<file path="config.mk">
export PLATFORM = sky130hd
export DESIGN_NAME = rv0_ahb_arb_flat
export DESIGN_NICKNAME = d
export VERILOG_FILES = /design/src/rtl/rv0_ahb_arb_if.sv /design/src/rtl/rv0_ahb_arb.sv /design/src/flat_wrapper.sv
export SDC_FILE = /design/constraint.sdc
export NUM_CORES = 1
export LEC_CHECK = 0
export ABC_AREA = 1
export ABC_CLOCK_PERIOD_IN_PS = 1400
export BUFFER_PORTS_ARGS = -buffer_cell sky130_fd_sc_hd__buf_2
export CORE_ASPECT_RATIO = 1.75
export CORE_MARGIN = 2
export CORE_UTILIZATION = 40
export CTS_CLUSTER_SIZE = 10
export DETAILED_ROUTE_END_ITERATION = 16
export HOLD_SLACK_MARGIN = 0.06
export PLACE_DENSITY = 0.82
export SLEW_MARGIN = 15
export SYNTH_ARGS = -nofsm -noshare
export SYNTH_HDL_FRONTEND = slang
export SYNTH_SLANG_ARGS = --single-unit
</file>
<file path="constraint.sdc">
create_clock -name hclk -period 1.4 [get_ports hclk]
set_clock_uncertainty 0.1 [all_clocks]
set_input_delay 0.21 -clock hclk [delete_from_list [all_inputs] [get_ports hclk]]
set_output_delay 0.21 -clock hclk [all_outputs]
set_load 0.005 [all_outputs]
</file>
<file path="src/rtl/rv0_ahb_arb_if.sv">
// AHB-Lite master-side bus bundle shared by the rv0 arbiter and its slave.
// The master modport drives the address/data phase; the slave answers with ready/data/resp.
interface rv0_ahb_arb_if #(
  parameter int ADDR_WIDTH    = 32,
  parameter int DATA_WIDTH    = 32,
  parameter int HPROT_WIDTH   = 4,
  parameter int HMASTER_WIDTH = 1
) ();
  logic [ADDR_WIDTH-1:0]    haddr;
  logic [1:0]               htrans;
  logic                     hwrite;
  logic [2:0]               hsize;
  logic [2:0]               hburst;
  logic [HPROT_WIDTH-1:0]   hprot;
  logic [HMASTER_WIDTH-1:0] hmaster;
  logic [DATA_WIDTH-1:0]    hwdata;
  logic                     hready;
  logic [DATA_WIDTH-1:0]    hrdata;
  logic                     hresp;

  modport master (
    output haddr, htrans, hwrite, hsize, hburst, hprot, hmaster, hwdata,
    input  hready, hrdata, hresp
  );

  modport slave (
    input  haddr, htrans, hwrite, hsize, hburst, hprot, hmaster, hwdata,
    output hready, hrdata, hresp
  );
endinterface

</file>
<file path="src/rtl/rv0_ahb_arb.sv">
// Shares one AHB-Lite master port between instruction fetch and the LSU.
// Single NONSEQ transfers, one outstanding; misaligned requests are answered locally with an error.
module rv0_ahb_arb #(
  parameter int ADDR_WIDTH    = 32,
  parameter int DATA_WIDTH    = 32,
  parameter int HPROT_WIDTH   = 4,
  parameter int HMASTER_WIDTH = 1,
  parameter bit ARB_RR        = 1'b1
) (
  input  logic                  hclk,
  input  logic                  hresetn,
  input  logic                  if_req_valid,
  output logic                  if_req_ready,
  input  logic [ADDR_WIDTH-1:0] if_req_addr,
  output logic                  if_rsp_valid,
  output logic [DATA_WIDTH-1:0] if_rsp_rdata,
  output logic                  if_rsp_err,
  input  logic                  ls_req_valid,
  output logic                  ls_req_ready,
  input  logic [ADDR_WIDTH-1:0] ls_req_addr,
  input  logic                  ls_req_we,
  input  logic [2:0]            ls_req_size,
  input  logic [DATA_WIDTH-1:0] ls_req_wdata,
  output logic                  ls_rsp_valid,
  output logic [DATA_WIDTH-1:0] ls_rsp_rdata,
  output logic                  ls_rsp_err,
  rv0_ahb_arb_if.master         ahb
);
  localparam logic [2:0] MAX_SZ      = 3'($clog2(DATA_WIDTH / 8));
  localparam logic [1:0] HT_IDLE     = 2'b00;
  localparam logic [1:0] HT_NONSEQ   = 2'b10;
  localparam logic [2:0] HSIZE_WORD  = 3'd2;

  typedef enum logic [1:0] {S_IDLE, S_ADDR, S_DATA, S_ERRRSP} state_e;

  state_e                r_state, w_next;
  logic                  r_last_ls;
  logic                  r_owner_ls;
  logic [ADDR_WIDTH-1:0] r_addr;
  logic                  r_we;
  logic [2:0]            r_size;
  logic [HPROT_WIDTH-1:0] r_hprot;
  logic [DATA_WIDTH-1:0] r_wdata;
  logic                  r_if_rsp_valid, r_ls_rsp_valid;
  logic [DATA_WIDTH-1:0] r_rsp_rdata;
  logic                  r_rsp_err;

  logic                  w_gnt_ls, w_gnt_if, w_acc, w_mis;
  logic [ADDR_WIDTH-1:0] w_addr;
  logic [2:0]            w_size;
  logic [2:0]            w_lowmask;

  // Round-robin hands a tie to whoever did not win last time.
  always_comb begin
    w_gnt_ls = ARB_RR ? (ls_req_valid && (!if_req_valid || !r_last_ls)) : ls_req_valid;
    w_gnt_if = if_req_valid && !w_gnt_ls;
    w_acc    = (r_state == S_IDLE) && (w_gnt_if || w_gnt_ls);
    w_addr   = w_gnt_ls ? ls_req_addr : if_req_addr;
    w_size   = w_gnt_ls ? ls_req_size : HSIZE_WORD;
    case (w_size)
      3'd0:    w_lowmask = 3'b000;
      3'd1:    w_lowmask = 3'b001;
      3'd2:    w_lowmask = 3'b011;
      default: w_lowmask = 3'b111;
    endcase
    w_mis = (w_size > MAX_SZ) || (|(w_addr[2:0] & w_lowmask));
  end

  assign if_req_ready = (r_state == S_IDLE) && w_gnt_if;
  assign ls_req_ready = (r_state == S_IDLE) && w_gnt_ls;

  always_ff @(posedge hclk) begin
    if (!hresetn) r_state <= S_IDLE;
    else          r_state <= w_next;
  end

  always_comb begin
    w_next = r_state;
    case (r_state)
      S_IDLE:   if (w_acc) w_next = w_mis ? S_ERRRSP : S_ADDR;
      S_ADDR:   if (ahb.hready) w_next = S_DATA;
      S_DATA:   if (ahb.hready) w_next = S_IDLE;
      S_ERRRSP: w_next = S_IDLE;
      default:  w_next = S_IDLE;
    endcase
  end

  // Completion is only ever sampled with hready high, so the first cycle of a
  // two-cycle error response is naturally ignored.
  always_ff @(posedge hclk) begin
    if (!hresetn) begin
      r_last_ls      <= 1'b1;
      r_owner_ls     <= 1'b0;
      r_addr         <= '0;
      r_we           <= 1'b0;
      r_size         <= '0;
      r_hprot        <= '0;
      r_wdata        <= '0;
      r_if_rsp_valid <= 1'b0;
      r_ls_rsp_valid <= 1'b0;
      r_rsp_rdata    <= '0;
      r_rsp_err      <= 1'b0;
    end else begin
      r_if_rsp_valid <= 1'b0;
      r_ls_rsp_valid <= 1'b0;
      if (w_acc) begin
        r_last_ls  <= w_gnt_ls;
        r_owner_ls <= w_gnt_ls;
        r_addr     <= w_addr;
        r_we       <= w_gnt_ls && ls_req_we;
        r_size     <= w_size;
        r_hprot    <= HPROT_WIDTH'(w_gnt_ls ? 4'b0011 : 4'b0010);
        r_wdata    <= (w_gnt_ls && ls_req_we) ? ls_req_wdata : '0;
      end
      if (r_state == S_DATA && ahb.hready) begin
        r_if_rsp_valid <= !r_owner_ls;
        r_ls_rsp_valid <= r_owner_ls;
        r_rsp_rdata    <= r_we ? '0 : ahb.hrdata;
        r_rsp_err      <= ahb.hresp;
      end
      if (r_state == S_ERRRSP) begin
        r_if_rsp_valid <= !r_owner_ls;
        r_ls_rsp_valid <= r_owner_ls;
        r_rsp_rdata    <= '0;
        r_rsp_err      <= 1'b1;
      end
    end
  end

  assign ahb.htrans  = (r_state == S_ADDR) ? HT_NONSEQ : HT_IDLE;
  assign ahb.haddr   = r_addr;
  assign ahb.hwrite  = r_we;
  assign ahb.hsize   = r_size;
  assign ahb.hburst  = 3'b000;
  assign ahb.hprot   = r_hprot;
  assign ahb.hmaster = HMASTER_WIDTH'(r_owner_ls);
  assign ahb.hwdata  = (r_state == S_DATA) ? r_wdata : '0;

  assign if_rsp_valid = r_if_rsp_valid;
  assign if_rsp_rdata = r_rsp_rdata;
  assign if_rsp_err   = r_rsp_err;
  assign ls_rsp_valid = r_ls_rsp_valid;
  assign ls_rsp_rdata = r_rsp_rdata;
  assign ls_rsp_err   = r_rsp_err;
endmodule

</file>
<file path="src/flat_wrapper.sv">
// flat-port wrapper written by rule: the top's interface ports become plain ports
module rv0_ahb_arb_flat 
#(
  parameter int ADDR_WIDTH    = 32,
  parameter int DATA_WIDTH    = 32,
  parameter int HPROT_WIDTH   = 4,
  parameter int HMASTER_WIDTH = 1,
  parameter bit ARB_RR        = 1'b1
)
  (hclk, hresetn, if_req_valid, if_req_ready, if_req_addr, if_rsp_valid, if_rsp_rdata, if_rsp_err, ls_req_valid, ls_req_ready, ls_req_addr, ls_req_we, ls_req_size, ls_req_wdata, ls_rsp_valid, ls_rsp_rdata, ls_rsp_err, ahb_haddr, ahb_htrans, ahb_hwrite, ahb_hsize, ahb_hburst, ahb_hprot, ahb_hmaster, ahb_hwdata, ahb_hready, ahb_hrdata, ahb_hresp);
  rv0_ahb_arb_if #(.ADDR_WIDTH(ADDR_WIDTH), .DATA_WIDTH(DATA_WIDTH), .HPROT_WIDTH(HPROT_WIDTH), .HMASTER_WIDTH(HMASTER_WIDTH)) ahb_i ();
  input  logic hclk;
  input  logic hresetn;
  input  logic if_req_valid;
  output logic if_req_ready;
  input  logic [ADDR_WIDTH-1:0] if_req_addr;
  output logic if_rsp_valid;
  output logic [DATA_WIDTH-1:0] if_rsp_rdata;
  output logic if_rsp_err;
  input  logic ls_req_valid;
  output logic ls_req_ready;
  input  logic [ADDR_WIDTH-1:0] ls_req_addr;
  input  logic ls_req_we;
  input  logic [2:0] ls_req_size;
  input  logic [DATA_WIDTH-1:0] ls_req_wdata;
  output logic ls_rsp_valid;
  output logic [DATA_WIDTH-1:0] ls_rsp_rdata;
  output logic ls_rsp_err;
  output wire logic [$bits(ahb_i.haddr)-1:0] ahb_haddr;
  output wire logic [$bits(ahb_i.htrans)-1:0] ahb_htrans;
  output wire logic [$bits(ahb_i.hwrite)-1:0] ahb_hwrite;
  output wire logic [$bits(ahb_i.hsize)-1:0] ahb_hsize;
  output wire logic [$bits(ahb_i.hburst)-1:0] ahb_hburst;
  output wire logic [$bits(ahb_i.hprot)-1:0] ahb_hprot;
  output wire logic [$bits(ahb_i.hmaster)-1:0] ahb_hmaster;
  output wire logic [$bits(ahb_i.hwdata)-1:0] ahb_hwdata;
  input wire logic [$bits(ahb_i.hready)-1:0] ahb_hready;
  input wire logic [$bits(ahb_i.hrdata)-1:0] ahb_hrdata;
  input wire logic [$bits(ahb_i.hresp)-1:0] ahb_hresp;
  assign ahb_haddr = ahb_i.haddr;
  assign ahb_htrans = ahb_i.htrans;
  assign ahb_hwrite = ahb_i.hwrite;
  assign ahb_hsize = ahb_i.hsize;
  assign ahb_hburst = ahb_i.hburst;
  assign ahb_hprot = ahb_i.hprot;
  assign ahb_hmaster = ahb_i.hmaster;
  assign ahb_hwdata = ahb_i.hwdata;
  assign ahb_i.hready = ahb_hready;
  assign ahb_i.hrdata = ahb_hrdata;
  assign ahb_i.hresp = ahb_hresp;
  rv0_ahb_arb #(.ADDR_WIDTH(ADDR_WIDTH), .DATA_WIDTH(DATA_WIDTH), .HPROT_WIDTH(HPROT_WIDTH), .HMASTER_WIDTH(HMASTER_WIDTH), .ARB_RR(ARB_RR)) u_core (.hclk(hclk), .hresetn(hresetn), .if_req_valid(if_req_valid), .if_req_ready(if_req_ready), .if_req_addr(if_req_addr), .if_rsp_valid(if_rsp_valid), .if_rsp_rdata(if_rsp_rdata), .if_rsp_err(if_rsp_err), .ls_req_valid(ls_req_valid), .ls_req_ready(ls_req_ready), .ls_req_addr(ls_req_addr), .ls_req_we(ls_req_we), .ls_req_size(ls_req_size), .ls_req_wdata(ls_req_wdata), .ls_rsp_valid(ls_rsp_valid), .ls_rsp_rdata(ls_rsp_rdata), .ls_rsp_err(ls_rsp_err), .ahb(ahb_i));
endmodule
</file>
### After elaboration in Yosys (flattened, before gate mapping)

Index checks and enable logic that the tools add are counted.
Widths: inputs -> output; s select.

* equality and inequality tests: 8
* mux-type cells: 19
* bitwise gates (word level): 2
* order comparisons: 1
* reductions and logical operators: 20

Operator list (number)
* $mux 32: 4
* $mux 2: 5
* $pmux 3 s3: 1
* $pmux 2 s4: 1
* $logic_and 1x1->1: 7
* $mux 1: 7
* $eq 2x2->1 const B: 2
* $logic_not 1->1: 4
* $ne 2x2->1 const B: 2
* $and 3x3->3: 1
* $eq 3x1->1 const B: 1
* $eq 3x2->1 const B: 1
* $gt 3x2->1 const B: 1
* $logic_not 3->1: 1
* $logic_or 1x1->1: 3
* $mux 3: 1
* $reduce_and 3->1: 1
* $reduce_or 3->1: 1
* $eq 2x1->1 const B: 1
* $logic_not 2->1: 1
* $ne 2x1->1 const B: 1
* $reduce_bool 2->1: 1
* $reduce_or 2->1: 1
* $not 1->1: 1

* bits in registers: 111
* input port bits: 138
* logic and storage cells: 62
* output and inout bits: 148

### Depth between registers and ports, before layout

Gate-level depths: netlist (run 1).

* depth after elaboration: 12
* mapped depth: 9
* mapped depth without buffers: 9

### Worst setup path after synthesis (run 1)

No wires, ideal clock.

* path type: reg-to-reg
* from: register u_core.r_state[1]
* to: register u_core.r_wdata[12]
* clock period less this slack: 1.252 ns
* cell stages (with the launch flop): 7
* setup time: 0.128 ns
* arrival time: 1.025 ns
* required time: 1.172 ns
* setup slack: 0.148 ns
* path buffers: 2
* path through: dfxtp_1 inv_2 o211ai_2 buf_6 buf_2 a22oi_1 nor2_1

* longest elaborated chain between the ends: 2

RTL lines
* start: declaration: line rv0_ahb_arb.sv:36 `state_e r_state, w_next;`
* start signal: assignment: line rv0_ahb_arb.sv:74 `else r_state <= w_next;`
* $logic_not 2->1: line rv0_ahb_arb.sv:57 `w_acc = (r_state == S_IDLE) && (w_gnt_if || w_gnt_ls);`
* $logic_and 1x1->1: line rv0_ahb_arb.sv:57
* end signal: assignment: line rv0_ahb_arb.sv:113 `r_wdata <= (w_gnt_ls && ls_req_we) ? ls_req_wdata : '0;`
* end: declaration: line rv0_ahb_arb.sv:43 `logic [DATA_WIDTH-1:0] r_wdata;`

Every way passes these cells.
A chain may end at the register's enable or synchronous reset.

### Worst setup path in the final report (run 1)

* from: register u_core.r_state[1]
* to: register u_core.r_addr[4], in the netlist u_core.ahb.haddr[4]

* longest elaborated chain between the ends: 2

RTL lines
* $logic_not 2->1: line rv0_ahb_arb.sv:57
* $logic_and 1x1->1: line rv0_ahb_arb.sv:57
* end signal: assignment: line rv0_ahb_arb.sv:109 `r_addr <= w_addr;`
* end: declaration: line rv0_ahb_arb.sv:39 `logic [ADDR_WIDTH-1:0] r_addr;`

Every way passes these cells.

==> impl_results.md, run 1 <==
* Routed Antenna Nets at 0
* Sw frac at 31.9%
* Sw power at 3.06 mW
* Final Cycle Share at 123%
* Hpwl dp at 9.97 mm
* Syn_area_per_cell at 7.63 um2
* Die Area at 12,500 um2
* Number of flops mapped to enable cells by yosys at 0
* RSZ-0062 raised after global routing: true
* Drt via density at 5.50
* Startpoint types: register
* Clk sinks at 108
* Crit path max-delay cell type: dfxtp_4
* Cell count of the worst hold path at 5
* Dpl cell area at 6010 um2
* Dominant cells by area after synthesis: dfxtp_1 47%, nand2_1 9.2%, buf_4 6.9%, nor2_1 5.7%, a22oi_1 5.2%
* Clock power frac at 30.4%
* CTS tree: done
* Largest net degree at the start of global routing at 48
* Most area-hungry cell type in the Yosys netlist: dfxtp_1
* Worst path top cell family by delay: buffers and inverters
* # H-tree levels at 3
* Count leader, synth: nand2_1
* Netlist cell types at 25
* Final Cell Area at 8830 um2
* Pins over their slew limit at 0
* Die Wd at 85.5 um
* Reg power frac at 37.4%
* Cts bufs inserted at 9
* Setup tns final at -27.38 ns
* Post-route setup slack at -0.319 ns
* CTS Buffer Depth at 2
* Max_cap viols at 0
* Area Overhead vs Synth at 90.1%
* Most frequent cells after synthesis: 114 x nand2_1, 108 x dfxtp_1, 71 x nor2_1, 43 x buf_4, 41 x inv_1
* Routed wire length at 23.0 mm
* Num rows at 52
* Int Power at 6.54 mW
* Nets at 1,146
* Global-route wire length before repair at 29.8 mm
* Final setup fails at 139
* Crit-path max cell delay at 0.37 ns
* Register area share after synthesis at 46.5%
* Max frequency at 582 MHz
* GR Util All Layers at 30.3%
* Synth Register Bits at 108
* Starting DRT DRC Count at 436
* Critical Path AT at 1.85 ns
* # IOs at 286
* Worst R2R Path Depth at 8
* Initial antenna violation count at 1
* Root Driver: clkbuf_16
* Pre-antenna DRT Iters at 5
* Die height at 147 um
* Leak Pwr at 4.05 nW
* Status: complete, but fails checks
* Yosys Warn Count at 0
* Combinational power share at 32.2%
* Vias in the first global route at 6,008
* Hold Path Origin: ahb_hresp
* Reg-to-reg startpoint: u_core.r_state[1]$_SDFFE_PN0P_
* RePlAce Congestion at 0.891
* Initial Utilization at 40.6%
* Cell area after synthesis at 4650 um2
* Post-layout minimum cycle time at 1.72 ns
* Share of the synthesized area in the top cell type at 46.5%
* Peak VDD IR at 0.735 mV
* Share of post-route cells with drive strength above 1 at 47.6%
* Via Count at 6,319
* Crit path max fanout at 6
* Clock slew at reported path FFs at 0.07 ns
* Crit path required time at 1.53 ns
* R2R setup slack at -0.32 ns
* Violated checks: negative setup slack
* Reg2reg end: u_core.ahb.haddr[4]$_SDFFE_PN0P_
* Crit. End Element: register
* Worst-Skew Late Latency at 0.35 ns
* Grt total ovfl at 0
* Drt wl/cell at 20.1 um
* Post-detailed-route DRC marker count at 0
* I/O Buffers at 279
* Hold slack final at 0.0740 ns
* Worst Setup Path Type: reg -> reg
* Fin. Hold Viols at 0
* Crit path cell chain: inv_4, buf_4, buf_6, o211ai_4, clkinv_4, clkbuf_16, o21ai_2, a31oi_1
* Cells after synthesis at 609
* Core area at 11,500 um2
* Post-synth ARST share at 0%
* Post-synth top flop: dfxtp_1
* Pwr Density at 1090 nW/um2
* Worst min-delay path category: in -> reg
* Hold endpoint: u_core.if_rsp_err$_SDFFE_PN0P_
* Worst Path Buf+Inv at 5
registers in the layout (all words and copies together) (netlist names):
name,cells
u_core.if_rsp_rdata,32
u_core.r_last_ls,1
u_core.if_rsp_err,1
u_core.if_rsp_valid,1
u_core.ls_rsp_valid,1
u_core.r_state,2
u_core.ahb.haddr,32
u_core.ahb.hsize,3
u_core.ahb.hprot,2
u_core.ahb.hwrite,1
u_core.r_wdata,32
worst register-to-register path, cell delays in order, from the launching register on:
cell and delay, ns:
dfxtp_4 0.37, inv_4 0.04, buf_4 0.13, buf_6 0.12
o211ai_4 0.19, clkinv_4 0.23, clkbuf_16 0.23, o21ai_2 0.13
a31oi_1 0.07
layout make-up:
type / instances / area, um2
Multi-Input combinational cell: 378 / 2370
Clock buffer: 10 / 239
Antenna cell: 1 / 2.50
Sequential cell: 108 / 2170
Clock inverter: 6 / 103
Fill cell: 717 / 2620
Inverter: 46 / 200
Timing Repair inverter: 1 / 16.3
Tap cell: 135 / 169
Timing Repair Buffer: 464 / 3550
cells by family (layout without fill, tap and decap cells):
group,count (synthesis),count (layout),share of synthesized area (%)
and+or+nand+nor,231,232,20.5
AOI/OAI and AO/OA,140,140,17.9
buffers and inverters,129,527,15.0
DFF,108,108,46.5
other,1,7,0.0807
worst max path at each step:
stage / startpoint / end / slack (ns) / cells after the start
after floorplan: u_core.r_state[1]$_SDFFE_PN0P_ / u_core.r_wdata[12]$_SDFFE_PN0P_ / 0.15 / 6
final: u_core.r_state[1]$_SDFFE_PN0P_ / u_core.ahb.haddr[4]$_SDFFE_PN0P_ / -0.32 / 8
after global routing: u_core.r_state[1]$_SDFFE_PN0P_ / u_core.ahb.haddr[4]$_SDFFE_PN0P_ / -0.36 / 8
after CTS: u_core.r_state[1]$_SDFFE_PN0P_ / ahb_hwdata[14] / -0.25 / 6
after global placement: if_req_valid / u_core.r_wdata[31]$_SDFFE_PN0P_ / -0.07 / 8
after detailed placement: if_req_valid / u_core.r_wdata[30]$_SDFFE_PN0P_ / -0.13 / 8
power groups by stage:
stage	Combinational, mW	Clock [mW]	Sequential, mW
floorplan	0.897	0	3.57
global placement	1.64	0	3.55
detailed placement	1.66	0	3.55
CTS	2.34	2.96	3.50
global route	3.23	3.07	3.61
finish	3.09	2.92	3.59
cell usage in the layout (no fill, tap or decap), types with 2 or more instances in the layout:
cell type | synthesis | layout
buf_16 | 0 | 2
buf_8 | 0 | 2
o21ai_2 | 0 | 30
a31oi_1 | 32 | 31
buf_4 | 43 | 15
dlygate4sd3_1 | 0 | 129
a21oi_2 | 0 | 13
bufinv_16 | 0 | 2
inv_4 | 1 | 4
conb_1 | 1 | 6
nand3_2 | 0 | 3
nor2_2 | 1 | 11
buf_6 | 4 | 15
a21oi_1 | 38 | 25
nor2_1 | 71 | 50
buf_2 | 12 | 278
dfxtp_1 | 108 | 105
inv_1 | 41 | 39
o21ai_4 | 0 | 5
dfxtp_4 | 0 | 2
nor2_4 | 0 | 12
clkbuf_16 | 0 | 18
clkinv_8 | 0 | 2
buf_12 | 0 | 14
nand2_2 | 1 | 4
a22oi_2 | 0 | 32
nand3_1 | 39 | 36
inv_8 | 0 | 3
nand2_1 | 114 | 108
nand2_4 | 2 | 5
through the flow:
step	utilization, %	power, mW	setup WS (ns)	std cells
global placement	52.5	5.19	-0.0677	967
global route	77.1	9.91	-0.361	1149
CTS	71.5	8.81	-0.253	1131
finish	77.1	9.60	-0.319	1149
floorplan	-	4.47	0.148	614
detailed placement	52.5	5.21	-0.126	967
layer usage:
metal,routed length (um),vias up,global-route usage (%)
met5,0,-,0
met4,1790,0,18.7
met3,1900,157,5.65
met2,12000,476,55.2
met1,7330,2915,31.1
li1,-,2771,-
what timing repair did:
action | 4_1_cts | 5_1_grt
pin swaps | 5 | 11
buffers inserted | 15 | 9
hold buffers | 129 | 0
endpoints found under the hold margin | 98 | 0
gates cloned | 4 | 12
gates resized for setup | 116 | 90
endpoints found under the setup margin | 67 | 139
No activity file was read; power rests on OpenSTA's default activity.
==> run 2, diff against run 1 <==
Settings changed: ABC_CLOCK_PERIOD_IN_PS 1400 to 1900.
Clock period 1.4 ns to 1.9 ns, I/O delays scaled along.
==> impl_results.md, run 2 (synthesized netlist as in run 1, its figures left out) <==
* FF/Latch Area at 2160 um2
* Global-route wire length before repair at 20.9 mm
* Most frequent cells in the layout: 279 x buf_2, 113 x nand2_1, 107 x dfxtp_1, 71 x nor2_1, 41 x inv_1
* Die Area at 12,500 um2
* RePlAce Congestion at 0.896
* Drt via density at 4.93
* Hold Path Origin: ls_req_wdata[27]
* Pins over their slew limit at 0
* Grt total ovfl at 0
* Pwr Density at 924 nW/um2
* Core area at 11,500 um2
* Crit. End Element: output port
* Leak Pwr at 3.04 nW
* Post-layout minimum cycle time at 1.79 ns
* Final setup fails at 0
* Most common cell after layout, fill and taps aside: buf_2
* Startpoint types: register
* Reg2reg end: u_core.r_wdata[25]$_SDFFE_PN0P_
* RSZ-0062 raised after global routing: false
* Multi-input gate area at 1820 um2
* Inst Count DP at 958
* Num rows at 52
* # H-tree levels at 3
* Final std cells w/o fill at 974
* Peak VDD IR at 0.608 mV
* Cts bufs inserted at 9
* Fillcell total at 1,104
* Status: finished clean
* Die Wd at 85.5 um
* # Post-CTS Setup Buffers at 0
* Critical Path AT at 1.40 ns
* Dpl cell area at 5840 um2
* Initial Utilization at 40.6%
* Routed wire length at 13.2 mm
* Largest net degree at the start of global routing at 73
* Hpwl dp at 9.80 mm
* Worst min-delay path category: in -> reg
* Hold endpoint: u_core.r_wdata[27]$_SDFFE_PN0P_
* Reg-to-reg startpoint: u_core.r_last_ls$_SDFFE_PN1P_
* Worst R2R Path Depth at 7
* Cell count of the worst hold path at 3
* Vias in the first global route at 4,443
* Max_cap viols at 0
* Worst-Skew Late Latency at 0.33 ns
* CTS Buffer Depth at 2
* Diode count at 0
* Root Driver: clkbuf_16
* Drt wl/cell at 13.6 um
* CTS tree: done
* Area Overhead vs Synth at 33.0%
* CTS Hold Buffers Added at 0
* Crit path required time at 1.51 ns
* I/O Buffers at 279
* Starting DRT DRC Count at 184
* Crit path max fanout at 32
* Fin. Hold Viols at 0
* Post-detailed-route DRC marker count at 0
* Tot Pwr at 5.71 mW
* GR Util All Layers at 20.4%
* Nets at 972
* Worst Setup Path Type: reg -> out
* Clock slew at reported path FFs at 0.07 ns
* Slew @ Worst Pin at 0.556 ns
* Max frequency at 560 MHz
* Setup tns final at 0 ns
* Final Cycle Share at 94.0%
* Routed Antenna Nets at 0
* Share of post-route cells with drive strength above 1 at 38.1%
* Pre-antenna DRT Iters at 4
* Final Cell Area at 6180 um2
* Hold slack final at 0.0806 ns
* R2R setup slack at 0.37 ns
* Die height at 147 um
* Initial antenna violation count at 0
* # IOs at 286
* Via Count at 4,802
* Headroom to the max-slew limit at 62.9%
* Clk sinks at 108
[run 2: per-layer routing]
metal  track usage [%]  part of all wire, %  vias to the layer above
li1                  -                    -                     2403
met1              23.4                   39                     2160
met2              35.9                   51                      206
met3              4.24                  6.8                       33
met4              8.73                  3.2                        0
met5                 0                    0                        -
[run 2: cell type report]
cell class              instances  area share, %
multi-input cells             377           29.5
inverters                      46           2.83
repair buffers                292           24.6
clock buffers                  11           3.93
well taps                     135           2.73
flip-flops and latches        108           35.0
clock inverters                 5           1.36
[run 2: how the worst max path moves through the flow]
stage | slack (ns) | endpoint | start | cells past startpoint
after floorplan | 0.58 | ahb_hwdata[10] | u_core.r_state[1]$_SDFFE_PN0P_ | 5
after detailed placement | 0.21 | u_core.r_wdata[25]$_SDFFE_PN0P_ | if_req_valid | 8
after global placement | 0.26 | u_core.r_wdata[31]$_SDFFE_PN0P_ | if_req_valid | 8
after CTS | 0.02 | ahb_hwdata[18] | u_core.r_state[1]$_SDFFE_PN0P_ | 6
after global routing | 0.003 | if_req_ready | u_core.r_last_ls$_SDFFE_PN1P_ | 6
final | 0.11 | ahb_hwdata[18] | u_core.r_state[1]$_SDFFE_PN0P_ | 6
[run 2: worst max-delay path: stages, from the launching register on]
cell     delay, ns
dfxtp_2       0.35
inv_2         0.07
nor2_4        0.11
inv_1         0.06
buf_6         0.18
nor2_1        0.16
buf_2         0.14
[run 2: where the power goes]
part,switching [mW],internal [mW],total (mW)
Sequential,0.106,2.46,2.57
Combinational,0.654,0.469,1.12
Clock,0.819,1.20,2.02
Total,1.58,4.13,5.71
[run 2: repair_timing]
item | in CTS | in global routing
gates resized for setup | 1 | 3
gates cloned | 0 | 0
setup endpoints to repair | 8 | 27
[run 2: stage by stage]
stage          setup slack (ns)  utilization [%]
2_1_floorplan             0.584                -
3_3_place_gp              0.262             51.0
3_5_place_dp              0.205             51.0
4_1_cts                  0.0212             53.9
5_1_grt                 0.00292             54.0
6_report                  0.114             54.0
==> run 3, diff against run 2 <==
Settings changed: ABC_AREA 1 to not set, CTS_BUF_LIST set to sky130_fd_sc_hd__clkbuf_16, PLACE_DENSITY 0.82 to 0.81.
==> impl_results.md, run 3 <==
* Status: finished clean
* Hold endpoint: u_core.ahb.haddr[11]$_SDFFE_PN0P_
* Clk sinks at 108
* Synth Area in XOR/XNOR at 0%
* Synth Register Bits at 108
* Syn_area_per_cell at 8.89 um2
* Routed wire length at 13.8 mm
* Post-route setup slack at 0.0914 ns
* Diode count at 0
* Grt total ovfl at 0
* Global-route wire length before repair at 21.5 mm
* Number of flops mapped to enable cells by yosys at 0
* GR Util All Layers at 19.8%
* Mux contribution to synthesized area at 0%
* Routed Antenna Nets at 0
* Cell area after synthesis at 5020 um2
* Share of post-route cells with drive strength above 1 at 46.3%
* Grt met3 use at 4.33%
* Drt wl/cell at 14.3 um
* Reg-to-reg startpoint: u_core.r_state[0]$_SDFFE_PN0P_
* Cts bufs inserted at 9
* Largest net degree at the start of global routing at 49
* Pwr Density at 855 nW/um2
* Worst Setup Path Type: reg -> out
* Register area share after synthesis at 43.0%
* Peak VDD IR at 0.557 mV
* Vias in the first global route at 4,489
* Most area-hungry cell type in the Yosys netlist: dfxtp_1
* Hold Path Origin: ls_req_addr[11]
* Die Area at 13,500 um2
* Most frequent cells in the layout: 279 x buf_2, 108 x dfxtp_1, 104 x nand2_1, 36 x a21oi_1
* Netlist cell types at 36
* CTS Hold Buffers Added at 0
* Initial antenna violation count at 1
* Via Count at 4,707
* Post-detailed-route DRC marker count at 0
* Dominant cells by area after synthesis: dfxtp_1 43%, nand2_1 7.8%, a22oi_2 7.2%, buf_4 7.0%, nand3b_1 4.8%
* Worst R2R Path Depth at 5
* # IOs at 286
* Nets at 931
* Most frequent cells after synthesis: 108 x dfxtp_1, 104 x nand2_1, 47 x buf_4, 36 x a21oi_1
* Fin. Hold Viols at 0
* Post-layout minimum cycle time at 1.81 ns
* Final std cells w/o fill at 965
* Startpoint types: register
* Synth Area in Simple Gates at 23.8%
* Initial Utilization at 40.6%
* CTS tree: done
* Leak Pwr at 3.11 nW
* Root Driver: clkbuf_16
* Max frequency at 553 MHz
* Crit path required time at 1.51 ns
* Critical Path AT at 1.42 ns
* Clock slew at reported path FFs at 0.07 ns
* Cells after synthesis at 565
* Global route hottest layer: met2
* Die Wd at 88.7 um
* Post-synthesis adder-cell area fraction at 0%
* Pre-antenna DRT Iters at 4
* Crit path max fanout at 7
* Reg2reg end: u_core.r_wdata[9]$_SDFFE_PN0P_
* M2 GR Usage at 35.4%
* Post-synth top flop: dfxtp_1
* Inst Count DP at 950
* Core area at 12,400 um2
* RSZ-0062 raised after global routing: true
* Pins over their slew limit at 0
* Area Overhead vs Synth at 31.4%
* Final Cycle Share at 95.2%
* Share of the synthesized area in the top cell type at 43.0%
* RePlAce Congestion at 0.900
* Cell count of the worst hold path at 3
* # H-tree levels at 3
* Fillcell total at 1,157
* Main combinational cell family by area after synthesis: simple AND/OR/NAND/NOR gates
* Post-synth ARST share at 0%
* Final setup fails at 0
* Max_cap viols at 0
* I/O Buffers at 279
* Most common cell after layout, fill and taps aside: buf_2
* Worst min-delay path category: in -> reg
* Crit. End Element: output port
* Num rows at 54
* Worst-Skew Late Latency at 0.33 ns
* Compound-Gate Fraction of Synth Area at 21.1%
* Count leader, synth: dfxtp_1
* Drt via density at 4.88
* # Post-CTS Setup Buffers at 0
* Die height at 152 um
* Yosys Warn Count at 0
* Grt met1 use at 22.0%
* DP Worst Slack at 0.319 ns
* Hpwl dp at 10.4 mm
* R2R setup slack at 0.32 ns
* Starting DRT DRC Count at 166
* CTS Buffer Depth at 2
## run 3: changes by cell type after synthesis, moves of 22 or more
| cell | before | now |
|---|---|---|
| nand3_1 | 39 | 1 |
| nor2_1 | 71 | 5 |
| a22oi_2 | 0 | 29 |
| a22oi_1 | 32 | 5 |
| o21ai_0 | 32 | 2 |
| and2_1 | 0 | 33 |
| nor2b_2 | 0 | 22 |
| o21ai_1 | 4 | 33 |
| inv_1 | 41 | 3 |
| nand3b_1 | 0 | 32 |
## run 3: timing repair
| action | CTS | global route |
|---|---|---|
| gates resized for setup | 1 | 2 |
| pin swaps | 0 | 0 |
| setup endpoints to repair | 3 | 27 |
| hold endpoints to repair | 0 | 0 |
## run 3: cell families (layout without fill, tap and decap cells)
group,Yosys count,in the layout
other cells,1,6
compound gates,148,148
flops,108,108
buf+inv,89,316
simple gates,219,219
## run 3: layer usage
metal / vias up / routed length (um)
met5: - / 8
met4: 2 / 382
met3: 27 / 1030
met2: 206 / 7230
met1: 2141 / 5120
li1: 2331 / -
## run 3: final cells by class
type | count | area (um2) | area share [%]
clock buffer | 9 | 225 | 3.41
clock inverter | 6 | 82.6 | 1.25
inverter | 3 | 11.3 | 0.171
multi-input combinational | 373 | 2290 | 34.8
sequential | 108 | 2160 | 32.8
tap | 168 | 210 | 3.19
timing repair buffer | 298 | 1610 | 24.5
## run 3: metrics by stage
| step | util [%] | area, um2 | hold slack, ns | setup TNS [ns] | total power [mW] |
|---|---|---|---|---|---|
| 4_1_cts | 53.3 | 6590 | 0.0819 | 0 | 5.71 |
| 3_3_place_gp | 50.8 | 6280 | 0.346 | 0 | 3.74 |
| 2_1_floorplan | - | 5040 | 0.313 | 0 | 3.30 |
| 6_report | 53.4 | 6600 | 0.0992 | 0 | 5.64 |
| 3_5_place_dp | 50.8 | 6280 | 0.353 | 0 | 3.76 |
| 5_1_grt | 53.4 | 6600 | 0.0899 | -0.0171 | 5.94 |
## run 3: worst max-delay path by stage
stage / cells after the start / start / end
finish: 4 / u_core.r_state[0]$_SDFFE_PN0P_ / if_req_ready
global route: 4 / u_core.r_state[0]$_SDFFE_PN0P_ / if_req_ready
CTS: 3 / u_core.r_state[0]$_SDFFE_PN0P_ / ls_req_ready
detailed placement: 6 / ls_req_valid / u_core.r_wdata[9]$_SDFFE_PN0P_
global placement: 5 / u_core.r_state[0]$_SDFFE_PN0P_ / u_core.r_wdata[9]$_SDFFE_PN0P_
floorplan: 6 / u_core.r_state[1]$_SDFFE_PN0P_ / u_core.ahb.haddr[10]$_SDFFE_PN0P_
## run 3: worst max-delay path, stage by stage (launching register included)
cell	delay [ns]
dfxtp_1	0.40
nor2_2	0.30
nand2_1	0.14
nor2_1	0.12
buf_2	0.13
## run 3: power breakdown
group	internal, mW	switching (mW)
registers	2.45	0.114
logic	0.528	0.620
clock network	1.14	0.793
